**config.mk**
```make
export PLATFORM = sky130hd
export DESIGN_NAME = wb_retire_unit
export DESIGN_NICKNAME = d
export VERILOG_FILES = /design/src/rtl/wb_retire_unit.sv
export SDC_FILE = /design/constraint.sdc
export NUM_CORES = 1
export LEC_CHECK = 0
export BUFFER_PORTS_ARGS = -buffer_cell sky130_fd_sc_hd__buf_2
export CORE_MARGIN = 3
export CORE_UTILIZATION = 45
export CTS_CLUSTER_SIZE = 24
export DETAILED_ROUTE_END_ITERATION = 10
export GPL_ROUTABILITY_DRIVEN = 1
export HOLD_SLACK_MARGIN = 0.06
export MAX_ROUTING_LAYER = met4
export PLACE_DENSITY = 0.73
export SYNTH_ARGS = -nofsm -noshare
export SYNTH_HDL_FRONTEND = slang
export SYNTH_SLANG_ARGS = --single-unit
```
**constraint.sdc**
```tcl
create_clock -name clock -period 2.3 [get_ports clock]
set_input_delay 0 -clock clock [delete_from_list [all_inputs] [get_ports clock]]
set_output_delay 0 -clock clock [all_outputs]
set_load 0.1 [all_outputs]
```
**src/rtl/wb_retire_unit.sv**
```systemverilog
// Write-back retirement unit: merges ALU results and cache load responses onto the
// single register-file write port through a small in-order queue, with RAW hazard detection.
module wb_retire_unit #(
  parameter int DEPTH = 4
) (
  input  logic        clock,
  input  logic        reset_n,
  input  logic        alu_valid,
  input  logic [4:0]  alu_rd,
  input  logic [31:0] alu_data,
  input  logic        ld_issue,
  input  logic [4:0]  ld_rd,
  input  logic        ld_resp_valid,
  input  logic [31:0] ld_resp_data,
  input  logic [4:0]  rs1,
  input  logic [4:0]  rs2,
  input  logic [4:0]  dec_rd,
  output logic        rf_we,
  output logic [4:0]  rf_addr,
  output logic [31:0] rf_wdata,
  output logic        stall,
  output logic        hazard,
  output logic        idle,
  output logic        err
);

  localparam int PTR_W = (DEPTH > 1) ? $clog2(DEPTH) : 1;
  localparam int CNT_W = PTR_W + 1;

  logic [4:0]       q_rd_q   [DEPTH];
  logic [4:0]       q_rd_d   [DEPTH];
  logic [31:0]      q_data_q [DEPTH];
  logic [31:0]      q_data_d [DEPTH];
  logic [PTR_W-1:0] rd_ptr_q, rd_ptr_d;
  logic [PTR_W-1:0] wr_ptr_q, wr_ptr_d;
  logic [CNT_W-1:0] count_q, count_d;
  logic             ld_pending_q, ld_pending_d;
  logic [4:0]       ld_pending_rd_q, ld_pending_rd_d;
  logic             rf_we_q, rf_we_d;
  logic [4:0]       rf_addr_q, rf_addr_d;
  logic [31:0]      rf_wdata_q, rf_wdata_d;
  logic             err_q, err_d;

  logic             full;
  logic             q_empty;
  logic             alu_acc;
  logic             resp_ok;
  logic             resp_write;
  logic             pop;
  logic             bypass;
  logic             push;

  assign full    = (count_q == CNT_W'(DEPTH));
  assign q_empty = (count_q == '0);

  always_comb begin
    q_rd_d          = q_rd_q;
    q_data_d        = q_data_q;
    rd_ptr_d        = rd_ptr_q;
    wr_ptr_d        = wr_ptr_q;
    count_d         = count_q;
    ld_pending_d    = ld_pending_q;
    ld_pending_rd_d = ld_pending_rd_q;
    err_d           = err_q;
    rf_we_d         = 1'b0;
    rf_addr_d       = 5'd0;
    rf_wdata_d      = 32'd0;

    alu_acc    = alu_valid && !full && (alu_rd != 5'd0);
    resp_ok    = ld_resp_valid && ld_pending_q;
    // A discarded load (rd 0) consumes its response but leaves the port free.
    resp_write = resp_ok && (ld_pending_rd_q != 5'd0);
    pop        = !resp_write && !q_empty;
    bypass     = !resp_write && q_empty && alu_acc;
    push       = alu_acc && !bypass;

    if (resp_write) begin
      rf_we_d    = 1'b1;
      rf_addr_d  = ld_pending_rd_q;
      rf_wdata_d = ld_resp_data;
    end else if (pop) begin
      rf_we_d    = 1'b1;
      rf_addr_d  = q_rd_q[rd_ptr_q];
      rf_wdata_d = q_data_q[rd_ptr_q];
    end else if (bypass) begin
      rf_we_d    = 1'b1;
      rf_addr_d  = alu_rd;
      rf_wdata_d = alu_data;
    end

    if (push) begin
      q_rd_d[wr_ptr_q]   = alu_rd;
      q_data_d[wr_ptr_q] = alu_data;
      wr_ptr_d           = wr_ptr_q + PTR_W'(1);
    end
    if (pop) begin
      rd_ptr_d = rd_ptr_q + PTR_W'(1);
    end
    case ({push, pop})
      2'b10:   count_d = count_q + CNT_W'(1);
      2'b01:   count_d = count_q - CNT_W'(1);
      default: count_d = count_q;
    endcase

    if (resp_ok) begin
      ld_pending_d = 1'b0;
    end
    if (ld_issue && (!ld_pending_q || ld_resp_valid)) begin
      ld_pending_d    = 1'b1;
      ld_pending_rd_d = ld_rd;
    end

    if ((ld_issue && ld_pending_q && !ld_resp_valid) || (ld_resp_valid && !ld_pending_q)) begin
      err_d = 1'b1;
    end
  end

  always_ff @(posedge clock or negedge reset_n) begin
    if (!reset_n) begin
      for (int i = 0; i < DEPTH; i++) begin
        q_rd_q[i]   <= 5'd0;
        q_data_q[i] <= 32'd0;
      end
      rd_ptr_q        <= '0;
      wr_ptr_q        <= '0;
      count_q         <= '0;
      ld_pending_q    <= 1'b0;
      ld_pending_rd_q <= 5'd0;
      rf_we_q         <= 1'b0;
      rf_addr_q       <= 5'd0;
      rf_wdata_q      <= 32'd0;
      err_q           <= 1'b0;
    end else begin
      q_rd_q          <= q_rd_d;
      q_data_q        <= q_data_d;
      rd_ptr_q        <= rd_ptr_d;
      wr_ptr_q        <= wr_ptr_d;
      count_q         <= count_d;
      ld_pending_q    <= ld_pending_d;
      ld_pending_rd_q <= ld_pending_rd_d;
      rf_we_q         <= rf_we_d;
      rf_addr_q       <= rf_addr_d;
      rf_wdata_q      <= rf_wdata_d;
      err_q           <= err_d;
    end
  end

  // Queued and in-flight writes only conflict with sources; the pending load also blocks WAW.
  logic [PTR_W-1:0] slot;
  always_comb begin
    hazard = 1'b0;
    slot   = rd_ptr_q;
    if (ld_pending_q && (ld_pending_rd_q != 5'd0) &&
        ((rs1 == ld_pending_rd_q) || (rs2 == ld_pending_rd_q) || (dec_rd == ld_pending_rd_q))) begin
      hazard = 1'b1;
    end
    if (rf_we_q && (rf_addr_q != 5'd0) && ((rs1 == rf_addr_q) || (rs2 == rf_addr_q))) begin
      hazard = 1'b1;
    end
    for (int k = 0; k < DEPTH; k++) begin
      slot = rd_ptr_q + PTR_W'(k);
      if ((CNT_W'(k) < count_q) && (q_rd_q[slot] != 5'd0) &&
          ((rs1 == q_rd_q[slot]) || (rs2 == q_rd_q[slot]))) begin
        hazard = 1'b1;
      end
    end
  end

  assign rf_we    = rf_we_q;
  assign rf_addr  = rf_addr_q;
  assign rf_wdata = rf_wdata_q;
  assign stall    = full;
  assign idle     = q_empty && !ld_pending_q && !rf_we_q;
  assign err      = err_q;

endmodule

```
# Word level (Yosys, flattened, before mapping)
# Cells that the tools add are included.
# op_classes
n_eq_ne,16
order_cmp,10
add_sub_neg,6
bitwise,5
n_reduce_logical,53
muxes,39
# ops
operator,n
32-bit two-way mux,6
128-bit bitwise mux,1
5-bit == test,13
32-bit binary-select mux with 2-bit select,1
32-bit demux with 2-bit select,1
5-bit two-way mux,12
5-bit binary-select mux with 2-bit select,4
5-bit nonzero test,7
1-bit logical AND,27
20-bit bitwise mux,1
3-bit greater-or-equal comparator (second input constant),5
2-bit inverter with 3-bit output,5
1-bit two-way mux,11
5-bit demux with 2-bit select,1
1-bit logical OR,9
1-bit logical NOT,7
1-bit by 3-bit less-than comparator with 1-bit output (first input constant),2
2-bit by 3-bit less-than comparator with 1-bit output (first input constant),2
3-bit case mux with 2 select lines,1
2-bit by 1-bit adder with 2-bit output (second input constant),2
2-bit adder (second input constant),2
2-bit nonzero test,2
3-bit by 1-bit adder with 3-bit output (second input constant),1
3-bit == test (second input constant),1
other kinds (5),5
# totals
inputBits,94
out_inout_bits,42
wordCells,146
register_bits,200

# Depth between registers and ports, before layout
# depth
ltp_word,11
mapped_depth,10
ltp_nobuf,9

# Worst setup path before layout
# No wires, ideal clock.
# synth_timing
path_kind,register -> output
from,register count_q[0]
to,output idle
arrival_time_ps,3060
slack_ps,-760
path_stages_with_launch,6
required_ps,2300
path_buffers,1
path_cell_list,dfrtp_1 -> inv_1 -> ha_1 -> nand2b_1 -> clkbuf_1 -> nor3_1
# synth_between
elab_chain_len,3
# synth_rtl
element,line,text
from (decl),36,"logic [CNT_W-1:0] count_q, count_d;"
from (signal assigned),138,count_q <= count_d;
3-bit logical NOT,54,assign q_empty = (count_q == '0);
1-bit logical AND (2 in series),173,assign idle = q_empty && !ld_pending_q && !rf_we_q;
to (decl),23,"output logic idle,"
# Every way passes these cells.

# Worst setup path in the final report
# layout_timing
from,register rd_ptr_q[0]
to,output hazard
# layout_between
elab_chain_len,11
word_cells_on_any_way,47
cone_classes,3 x add/sub; 8 x eq/ne; 16 x mux; 4 x bitwise; 16 x reduce/logical
# layout_rtl
element,line,text
from (decl),34,"logic [PTR_W-1:0] rd_ptr_q, rd_ptr_d;"
from (signal assigned),136,rd_ptr_q <= rd_ptr_d;
2-bit by 1-bit adder with 2-bit output / 2-bit inverter with 3-bit output (equally long branches),"161, 162, 163",
2-bit inverter with 3-bit output (not written as such) / 5-bit binary-select mux with 2-bit select (equally long branches),"162, 163",
5-bit binary-select mux with 2-bit select / 5-bit two-way mux (equally long branches),"162, 163",
5-bit two-way mux (not written as such),"162, 163",
5-bit two-way mux (not written as such) (tied with other cells),"162, 163",
5-bit == test (tied with other cells),163,((rs1 == q_rd_q[slot]) || (rs2 == q_rd_q[slot]))) begin
1-bit logical OR / 1-bit logical AND (equally long branches),"163, 162",
1-bit logical AND / 1-bit two-way mux (equally long branches),162,if ((CNT_W'(k) < count_q) && (q_rd_q[slot] != 5'd0) &&
1-bit two-way mux (2 in series),162,
1-bit two-way mux *,162,
to (decl),22,"output logic hazard,"
# Every way passes the cells marked *; elsewhere a longest branch is shown, timed or not. The select of a mux whose other input is x is not followed.

==> impl_metrics.ini <==
[pwr]
ir_drop_mv = 1.01
power_density_nw_per_um2 = 1620
pwr-share-clk = 0.140
switching_share = 0.428
power_frac_comb = 0.561
switchingPower_mw = 9.29
power.internal_mw = 12.4
power_mw = 21.7
seqPwrFrac = 0.299
leakage_nw = 5.87

[drt]
finalWirelength_microns = 26900
routedWlPerCell_microns = 20.2
route.detailed.drc = 0
firstDrtPassIters = 5
drtAntennaViolNets = 0
vias = 7342
drt_iter0_drc = 541
vias_per_cell = 5.52

[clock_tree]
cts.htree.levels = 4
cts_root_buffer = clkbuf_16
cts_buffer_depth = 2
cts_buffers = 17
cts_tree = built
clkSlewWorstSetupHoldPaths_ns = 0.08
numClockSinks = 200
insertion_delay_ns = 0.44

[global_route]
grt_max_degree = 65
grt_usage = 0.216
grt_pass1_wl_microns = 42700
grt_pass1_vias = 7795
antenna_found_initial = 0
grt-ovfl-total = 0

[die]
die_h_microns = 160
rows = 55
start_util = 0.463
core-area_sq_um = 22900
die_area_sq_um = 25500
io_pins = 136
fp.dieW_microns = 160

[timing]
setup_violations = 1
slew_violations = 0
layout_setup_ws_ns = -0.373
period_needed_ns = 2.67
skew_ns = 0.0130
fin_crit_sh = 1.16
tightest_slew_ns = 0.618
timing.fmax_mhz = 374
holdWs_ns = 0.101
slew_headroom = 0.588
rsz0062_at_grt = yes
hold_viol = 0

[place]
port_buffers = 135
place_hpwl_microns = 17200
gp_congestion = 0.883
placed_cell_area_sq_um = 11800

[run]
cap_violations = 0

[worst_setup_path]
crit_arrival_ns = 2.67
end_kind = output port
worstSetupPathType = reg2out
rrSetupSlack_ns = 0.01
cp-start-kind = flip-flop
cp.required_ns = 2.30
critPathMaxFanout = 7

[synth]
synth_warnings = 0
yosysUniqueCellTypes = 36
synth_flop_cell = dfrtp_1
ys_ff_latch = 200
syn_area_sq_um = 10600
ys_seq_area_frac = 0.471
avgSynthCellArea_sq_um = 13.6
syn-num-nets = 883
synthCells = 780
async_flop_share = 1.00
synth_edf_count = 0

[layout]
drive_gt1_frac = 0.436
syn_to_final_growth_pct = 26.2
final_nets = 1106
layout_commonest_cell = dfrtp_1
final_cell_area_sq_um = 13400
antennaDiodeCount = 0
layout_common_cells = dfrtp_1 (197), buf_2 (132), mux2_4 (120)

[status]
failed_checks = negative setup slack
outcome = finished, violations left

[hold_path]
hp-class = in2async
## area by class of cell
type                       count  area, sq um
fill                        1769         9510
multi-input combinational    509         5270
sequential                   200         5010
timing repair buffer         268         2090
clock buffer                  17          425
tap                          313          392
clock inverter                15          184
inverter                       7         26.3
## state kept, by name, indices dropped and copies added (netlist names)
name	count
q_data_q	128
rf_wdata	32
q_rd_q	20
ld_pending_rd_q	5
rf_addr	5
count_q	3
rd_ptr_q	2
wr_ptr_q	2
err	1
ld_pending_q	1
rf_we	1
## cell families after synthesis
group,count (synthesis),synth area share
buffers and inverters,71,0.0386
AND/OR/NAND/NOR,165,0.0706
XOR/XNOR,71,0.0586
AO/OA/AOI/OAI,58,0.0345
multiplexers,206,0.316
adder cells (fa/ha/maj),9,0.0106
flip-flops,200,0.471
## Yosys cell counts, drive strengths merged (2+ instances only)
master,instances,area share
dfrtp,200,0.47
mux2,153,0.20
mux4,52,0.11
nand3,48,0.023
nand2,46,0.016
xnor2,44,0.036
nor2,41,0.014
a31oi,38,0.022
buf,36,0.026
clkbuf,28,0.0099
xor2,27,0.022
nor3,12,0.0057
ha,9,0.011
o21ai,8,0.0041
inv,7,0.0025
a21oi,5,0.0024
or4,5,0.0039
and3,4,0.0024
and2,3,0.0018
nand4,3,0.0018
nand2b,2,0.0012
o22ai,2,0.0012
## power by group through the flow
stage               Combinational [mW]  Sequential, mW  Clock, mW
global placement                  11.6            6.42          0
CTS                               12.0            6.46       3.11
detailed placement                11.8            6.47          0
floorplan                         7.18            8.52          0
global route                      12.9            6.68       3.25
finish                            12.2            6.50       3.05
## final timing paths
kind | start | end | depth (start not counted)
worst min-delay path | reset_n | q_data_q[23] | 2
min in group clock | ld_rd[1] | ld_pending_rd_q[1] | 3
worst max-delay path | rd_ptr_q[0] | hazard | 7
worst min register to register | q_data_q[6] | q_data_q[6] | 1
worst max register to register | ld_pending_rd_q[1] | count_q[2] | 9
max in group asynchronous | reset_n | q_data_q[70] | 3
## layer usage
layer,vias to the layer above,wire (microns),GRT usage
li1,3256,-,-
met1,3810,11900,0.283
met2,237,13300,0.348
met3,39,1170,0.0353
met4,0,497,0.0692
met5,-,0,-
## worst max-delay path, stage by stage, from the launching register on
cell and delay (ns):
dfrtp_4 0.51, buf_12 0.15, mux4_2 0.42, or4_1 0.53, o32a_1 0.18, o21ai_1 0.09
nand4_1 0.15, buf_8 0.21
## what timing repair did
item | in CTS | in global routing
cloned | 0 | 2
hold buffers | 79 | 0
setup endpoints to repair | 1 | 87
gates resized for setup | 2 | 22
pin swaps | 0 | 6
setup buffers | 0 | 4
endpoints found under the hold margin | 353 | 0
## per-stage QoR
step	setup TNS, ns	std cells	setup slack [ns]	util
after global placement	-0.0214	1212	-0.0214	0.516
final	-0.373	1329	-0.373	0.585
after floorplan	-0.386	780	-0.386	-
after global routing	-0.526	1329	-0.438	0.585
after CTS	-0.358	1323	-0.358	0.578
after detailed placement	-0.0314	1212	-0.0314	0.516
No activity file was read; power rests on OpenSTA's default activity.
